## src/rtl/echo_tap_sequencer.sv

```systemverilog
// Multi-tap echo controller: clears a single-port delay RAM after reset, then runs
// a read-read-read-write schedule per strobe with feedback applied to tap 0.
module echo_tap_sequencer #(
    parameter int W      = 16,
    parameter int ADDR_W = 12
) (
    input  logic              clk,
    input  logic              rst,
    input  logic              strobe,
    input  logic [W-1:0]      sample_in,
    input  logic [ADDR_W-1:0] delay0,
    input  logic [ADDR_W-1:0] delay1,
    input  logic [ADDR_W-1:0] delay2,
    input  logic [7:0]        feedback,
    output logic [W-1:0]      tap_out0,
    output logic [W-1:0]      tap_out1,
    output logic [W-1:0]      tap_out2,
    output logic [W-1:0]      mix_out,
    output logic              done,
    output logic              busy,
    output logic              overrun,
    output logic [ADDR_W-1:0] ram_addr,
    output logic              ram_we,
    output logic [W-1:0]      ram_wdata,
    input  logic [W-1:0]      ram_rdata,
    output logic [2:0]        state_dbg
);

    typedef enum logic [2:0] {
        S_CLEAR = 3'd0,
        S_IDLE  = 3'd1,
        S_RD0   = 3'd2,
        S_RD1   = 3'd3,
        S_RD2   = 3'd4,
        S_CAP   = 3'd5,
        S_WR    = 3'd6
    } state_t;

    localparam logic signed [W+1:0] SAT_MAX = {3'b000, {(W-1){1'b1}}};
    localparam logic signed [W+1:0] SAT_MIN = {3'b111, {(W-1){1'b0}}};

    state_t state, state_n;

    logic [ADDR_W-1:0]   clr_cnt;
    logic [ADDR_W-1:0]   wr_ptr;
    logic [ADDR_W-1:0]   d0_q, d1_q, d2_q;
    logic [7:0]          fb_q;
    logic signed [W-1:0] sample_q;
    logic signed [W-1:0] tap0_q, tap1_q, tap2_q;
    logic signed [W-1:0] wdata_q;

    logic signed [8:0]   fb_ext;
    logic signed [W+8:0] fb_prod;
    logic signed [W+8:0] fb_shift;
    logic signed [W+1:0] wsum;
    logic signed [W+1:0] msum;
    logic signed [W-1:0] wdata_n;
    logic signed [W-1:0] mix_n;

    logic [ADDR_W-1:0]   addr_c;
    logic                we_c;
    logic [W-1:0]        wdata_c;

    // Feedback gain is unsigned Q0.8, so it is zero-extended before the signed multiply.
    assign fb_ext   = {1'b0, fb_q};
    assign fb_prod  = (W+9)'(tap0_q) * (W+9)'(fb_ext);
    assign fb_shift = fb_prod >>> 8;
    assign wsum     = (W+2)'(sample_q) + (W+2)'(fb_shift);
    assign msum     = (W+2)'(tap0_q) + (W+2)'(tap1_q) + (W+2)'(tap2_q);

    always_comb begin
        wdata_n = wsum[W-1:0];
        if (wsum > SAT_MAX) begin
            wdata_n = SAT_MAX[W-1:0];
        end else if (wsum < SAT_MIN) begin
            wdata_n = SAT_MIN[W-1:0];
        end
    end

    always_comb begin
        mix_n = msum[W-1:0];
        if (msum > SAT_MAX) begin
            mix_n = SAT_MAX[W-1:0];
        end else if (msum < SAT_MIN) begin
            mix_n = SAT_MIN[W-1:0];
        end
    end

    always_comb begin
        state_n = state;
        addr_c  = wr_ptr;
        we_c    = 1'b0;
        wdata_c = '0;
        case (state)
            S_CLEAR: begin
                addr_c = clr_cnt;
                we_c   = 1'b1;
                if (clr_cnt == '1) begin
                    state_n = S_IDLE;
                end
            end
            S_IDLE: begin
                if (strobe) begin
                    state_n = S_RD0;
                end
            end
            S_RD0: begin
                addr_c  = wr_ptr - d0_q;
                state_n = S_RD1;
            end
            S_RD1: begin
                addr_c  = wr_ptr - d1_q;
                state_n = S_RD2;
            end
            S_RD2: begin
                addr_c  = wr_ptr - d2_q;
                state_n = S_CAP;
            end
            S_CAP: begin
                state_n = S_WR;
            end
            S_WR: begin
                we_c    = 1'b1;
                wdata_c = wdata_q;
                state_n = S_IDLE;
            end
            default: begin
                state_n = S_CLEAR;
            end
        endcase
    end

    // Gating with rst keeps an in-flight write from reaching the RAM on the abort cycle.
    assign ram_we    = we_c & ~rst;
    assign ram_addr  = rst ? '0 : addr_c;
    assign ram_wdata = rst ? '0 : wdata_c;
    assign busy      = (state != S_IDLE);
    assign state_dbg = state;

    always_ff @(posedge clk) begin
        if (rst) begin
            state    <= S_CLEAR;
            clr_cnt  <= '0;
            wr_ptr   <= '0;
            d0_q     <= '0;
            d1_q     <= '0;
            d2_q     <= '0;
            fb_q     <= '0;
            sample_q <= '0;
            tap0_q   <= '0;
            tap1_q   <= '0;
            tap2_q   <= '0;
            wdata_q  <= '0;
            tap_out0 <= '0;
            tap_out1 <= '0;
            tap_out2 <= '0;
            mix_out  <= '0;
            done     <= 1'b0;
            overrun  <= 1'b0;
        end else begin
            state <= state_n;
            done  <= (state == S_WR);
            if (strobe && (state != S_IDLE)) begin
                overrun <= 1'b1;
            end
            case (state)
                S_CLEAR: begin
                    clr_cnt <= clr_cnt + ADDR_W'(1);
                end
                S_IDLE: begin
                    if (strobe) begin
                        sample_q <= sample_in;
                        d0_q     <= delay0;
                        d1_q     <= delay1;
                        d2_q     <= delay2;
                        fb_q     <= feedback;
                    end
                end
                S_RD1: begin
                    tap0_q <= ram_rdata;
                end
                S_RD2: begin
                    tap1_q <= ram_rdata;
                end
                S_CAP: begin
                    tap2_q  <= ram_rdata;
                    wdata_q <= wdata_n;
                end
                S_WR: begin
                    tap_out0 <= tap0_q;
                    tap_out1 <= tap1_q;
                    tap_out2 <= tap2_q;
                    mix_out  <= mix_n;
                    wr_ptr   <= wr_ptr + ADDR_W'(1);
                end
                default: begin
                end
            endcase
        end
    end

endmodule

```

## config.mk

```make
export PLATFORM = sky130hd
export DESIGN_NAME = echo_tap_sequencer
export DESIGN_NICKNAME = d
export VERILOG_FILES = /design/src/rtl/echo_tap_sequencer.sv
export SDC_FILE = /design/constraint.sdc
export NUM_CORES = 1
export LEC_CHECK = 0
export CAP_MARGIN = 20
export CORE_MARGIN = 10
export CORE_UTILIZATION = 45
export CTS_CLUSTER_SIZE = 10
export DETAILED_ROUTE_END_ITERATION = 8
export PLACE_DENSITY = 0.67
export SLEW_MARGIN = 20
export SYNTH_ARGS = -nofsm -noshare
export SYNTH_HDL_FRONTEND = slang
export SYNTH_SLANG_ARGS = --single-unit
```

## constraint.sdc

```tcl
create_clock -name clk -period 20.6 [get_ports clk]
set_input_delay 4.12 -clock clk [delete_from_list [all_inputs] [get_ports clk]]
set_output_delay 4.12 -clock clk [all_outputs]
set_load 0.02 [all_outputs]
```

==> run metrics <==
number of routed nets with antenna violations=0; synth unique cells=66; CTS Buffer Depth=3; Site Rows=between 60 and 70; CP endpoint kind=output pin; cell taking the most area after synthesis=dfxtp_1; gr usage total=0.2012; routed via count=12940; I/O Buffers=~180; vias in the first global route=12870; Final setup violation count=0; vias per cell=roughly 5.3; Leak=roughly 7.3 nW; Critical Path RT=roughly 16 ns; ys flop type=dfxtp_1; WL/cell=~17 um; num ports=178; area grow syn2layout=18.22%; Sink Count=217; routability congestion estimate=0.8926; GRT overflow=0; Max H-tree Level=1; Post-synth EDFFs=0; Setup crit start kind=primary input; Antenna Cells=0; Max-slew headroom=0.2750; Die Y=203.0 um; initial core utilization=0.4596; Core Region=~33000 um2; Synth warnings=0; RSZ-0062 raised after global routing=false; CTS clk-pin slew, worst paths=~0.05 ns; initial drt markers=around 740; post-CTS sizing=0; dpl hpwl=31.29 mm; synthesized instance count=between 1500 and 2000; Hold Fails Final Rpt=0; flop and latch count out of synthesis=about 220; DRT Pass-1 Iters=5; Max VDD drop=approximately 0.053 mV; cell count of the worst reg-to-reg path=27; measured slew at the worst slew-check pin=between 1 and 1.5 ns; Residual DRC=0; status=finished, final reports clean; worst reg-to-reg setup slack=12.66 ns; Num CTS Buffers=27; initial antenna violation count=3; Chip Width=between 200 and 250 um; syn avg cell area=between 7 and 8 um2; min-delay worst type=register to register; setup total negative slack=0 ns; final std cell area, no fill=about 18000 um2; hold_ws=between 0.4 and 0.5 ns; setup ws final=around 11 ns; clock latency at the later pin of the worst-skew pair=between 0.5 and 0.6 ns; largest net degree at the start of global routing=97; # fillers=~3100; max-slew violation count=0; Syn Nets=2184; CTS tree=done; Worst EP arrival=around 5.8 ns; worst-path maximum fanout=between 90 and 100; total chip power=slightly below 0.9 mW; fin crit share=0.4808; top-area cell type share of the netlist area=0.2883; Hold Crit Depth=2; Post-Route WL=42.15 mm; Setup WS pre-CTS=~11 ns; most common cell in the synthesized netlist=nand2_1; Power per Cell Area=between 40 and 50 nW/um2; ys async rst share=0; Critical Setup Path Class=primary input to output pin; hold buffer count at cts=0; Max Fclk=101.0 MHz; die area=roughly 41000 um2; Clock Root Buffer=clkbuf_16; Mapped Area=approximately 15000 um2; placed inst area=17040 um2; max_cap viols=0; layout cell share with drive strength beyond 1=0.03634; first-pass GRT wire length=between 60 and 70 mm; crit path time final=approximately 9.9 ns; Post-CTS Setup Bufs=0; Clock Skew=0.01733 ns; register area share after synthesis=0.2883; Final nets=around 2300; ranking of synthesized cells by area=dfxtp_1 (29%), fa_1 (16%), nand2_1 (11%); top cells by count, synth=nand2_1 (451), a21oi_1 (228), dfxtp_1 (217), inv_1 (154), nor2_1 (122)
logic make-up after synthesis:
logic type | synth area share
AOI/OAI and AO/OA | 0.1510
xor gates and xnor gates | 0.03770
adders and majority gates | 0.2367
buffers and inverters | 0.06718
DFF | 0.2883
muxes | 0.001329
and+or+nand+nor | 0.2178
report_power, final:
| group | total, mW | switching (mW) | internal, mW |
|---|---|---|---|
| Combinational | 0.0290 | 0.0134 | 0.0157 |
| Sequential | 0.421 | 0.000825 | 0.421 |
| Clock | 0.427 | 0.176 | 0.252 |
| Total | 0.878 | 0.190 | 0.688 |
cell type report:
class                      count  area, um2  share of cell area
tap                          442      553.0             0.03105
inverter                     154      578.1             0.03245
multi-input combinational   1414       9731              0.5463
clock inverter                 4      55.05            0.003091
sequential                   217       4344              0.2439
clock buffer                  34      711.9             0.03997
timing repair buffer         186       1841              0.1033
metal layers:
| layer | share of wire | global-route usage | wire length [um] |
|---|---|---|---|
| met4 | 0.019 | 0.04370 | 793 |
| met3 | 0.068 | 0.04362 | 2854 |
| met5 | 0.00078 | 0 | 33 |
| met1 | 0.45 | 0.2640 | 18860 |
| met2 | 0.47 | 0.3323 | 19600 |
state kept, by name, summed over array words and instances (netlist names), 16 cells and up:
| name | flops |
|---|---|
| tap0_q | 16 |
| tap_out2 | 16 |
| tap_out0 | 16 |
| wdata_q | 16 |
| tap2_q | 16 |
| sample_q | 16 |
| tap_out1 | 16 |
| tap1_q | 16 |
| mix_out | 16 |
worst max-delay path, cell delays in order:
cell and delay, ns:
buf_6 0.51, nor2_1 0.11, buf_4 0.25, and2_1 0.19
clkdlybuf4s50_1 0.55
cells in the final DEF, fill, tap and decap left out, types with 5 or more instances in the layout:
cell and n:
nand2_1 450, a21oi_1 228, dfxtp_1 217, clkdlybuf4s50_1 176
inv_1 154, nor2_1 121, fa_1 120, ha_1 93
and2_1 82, xnor2_1 39, nor3_1 30, a211oi_1 29
clkbuf_16 27, o21ai_0 26, xor2_1 24, nand3_1 17
nor2b_1 12, a21o_1 11, or3_1 11, nand2b_1 9
buf_4 9, o21a_1 8, nand4_1 8, and3_1 7
a211oi_2 7, a31oi_1 6, o21ai_1 6, o211ai_1 6
clkbuf_1 6, a22oi_1 5
per-stage QoR:
step                std cells  utilization
floorplan                1892            -
global placement         2413       0.5197
detailed placement       2413       0.5199
CTS                      2451       0.5433
global route             2451       0.5434
finish                   2451       0.5434
worst paths after layout:
kind / startpoint / to
max: rst / ram_wdata[11]
min: tap_out1[7] / tap_out1[7]
max reg2reg: fb_q[2] / wdata_q[12]
min reg2reg: tap_out1[7] / tap_out1[7]
(Power assumes the default switching activity.)
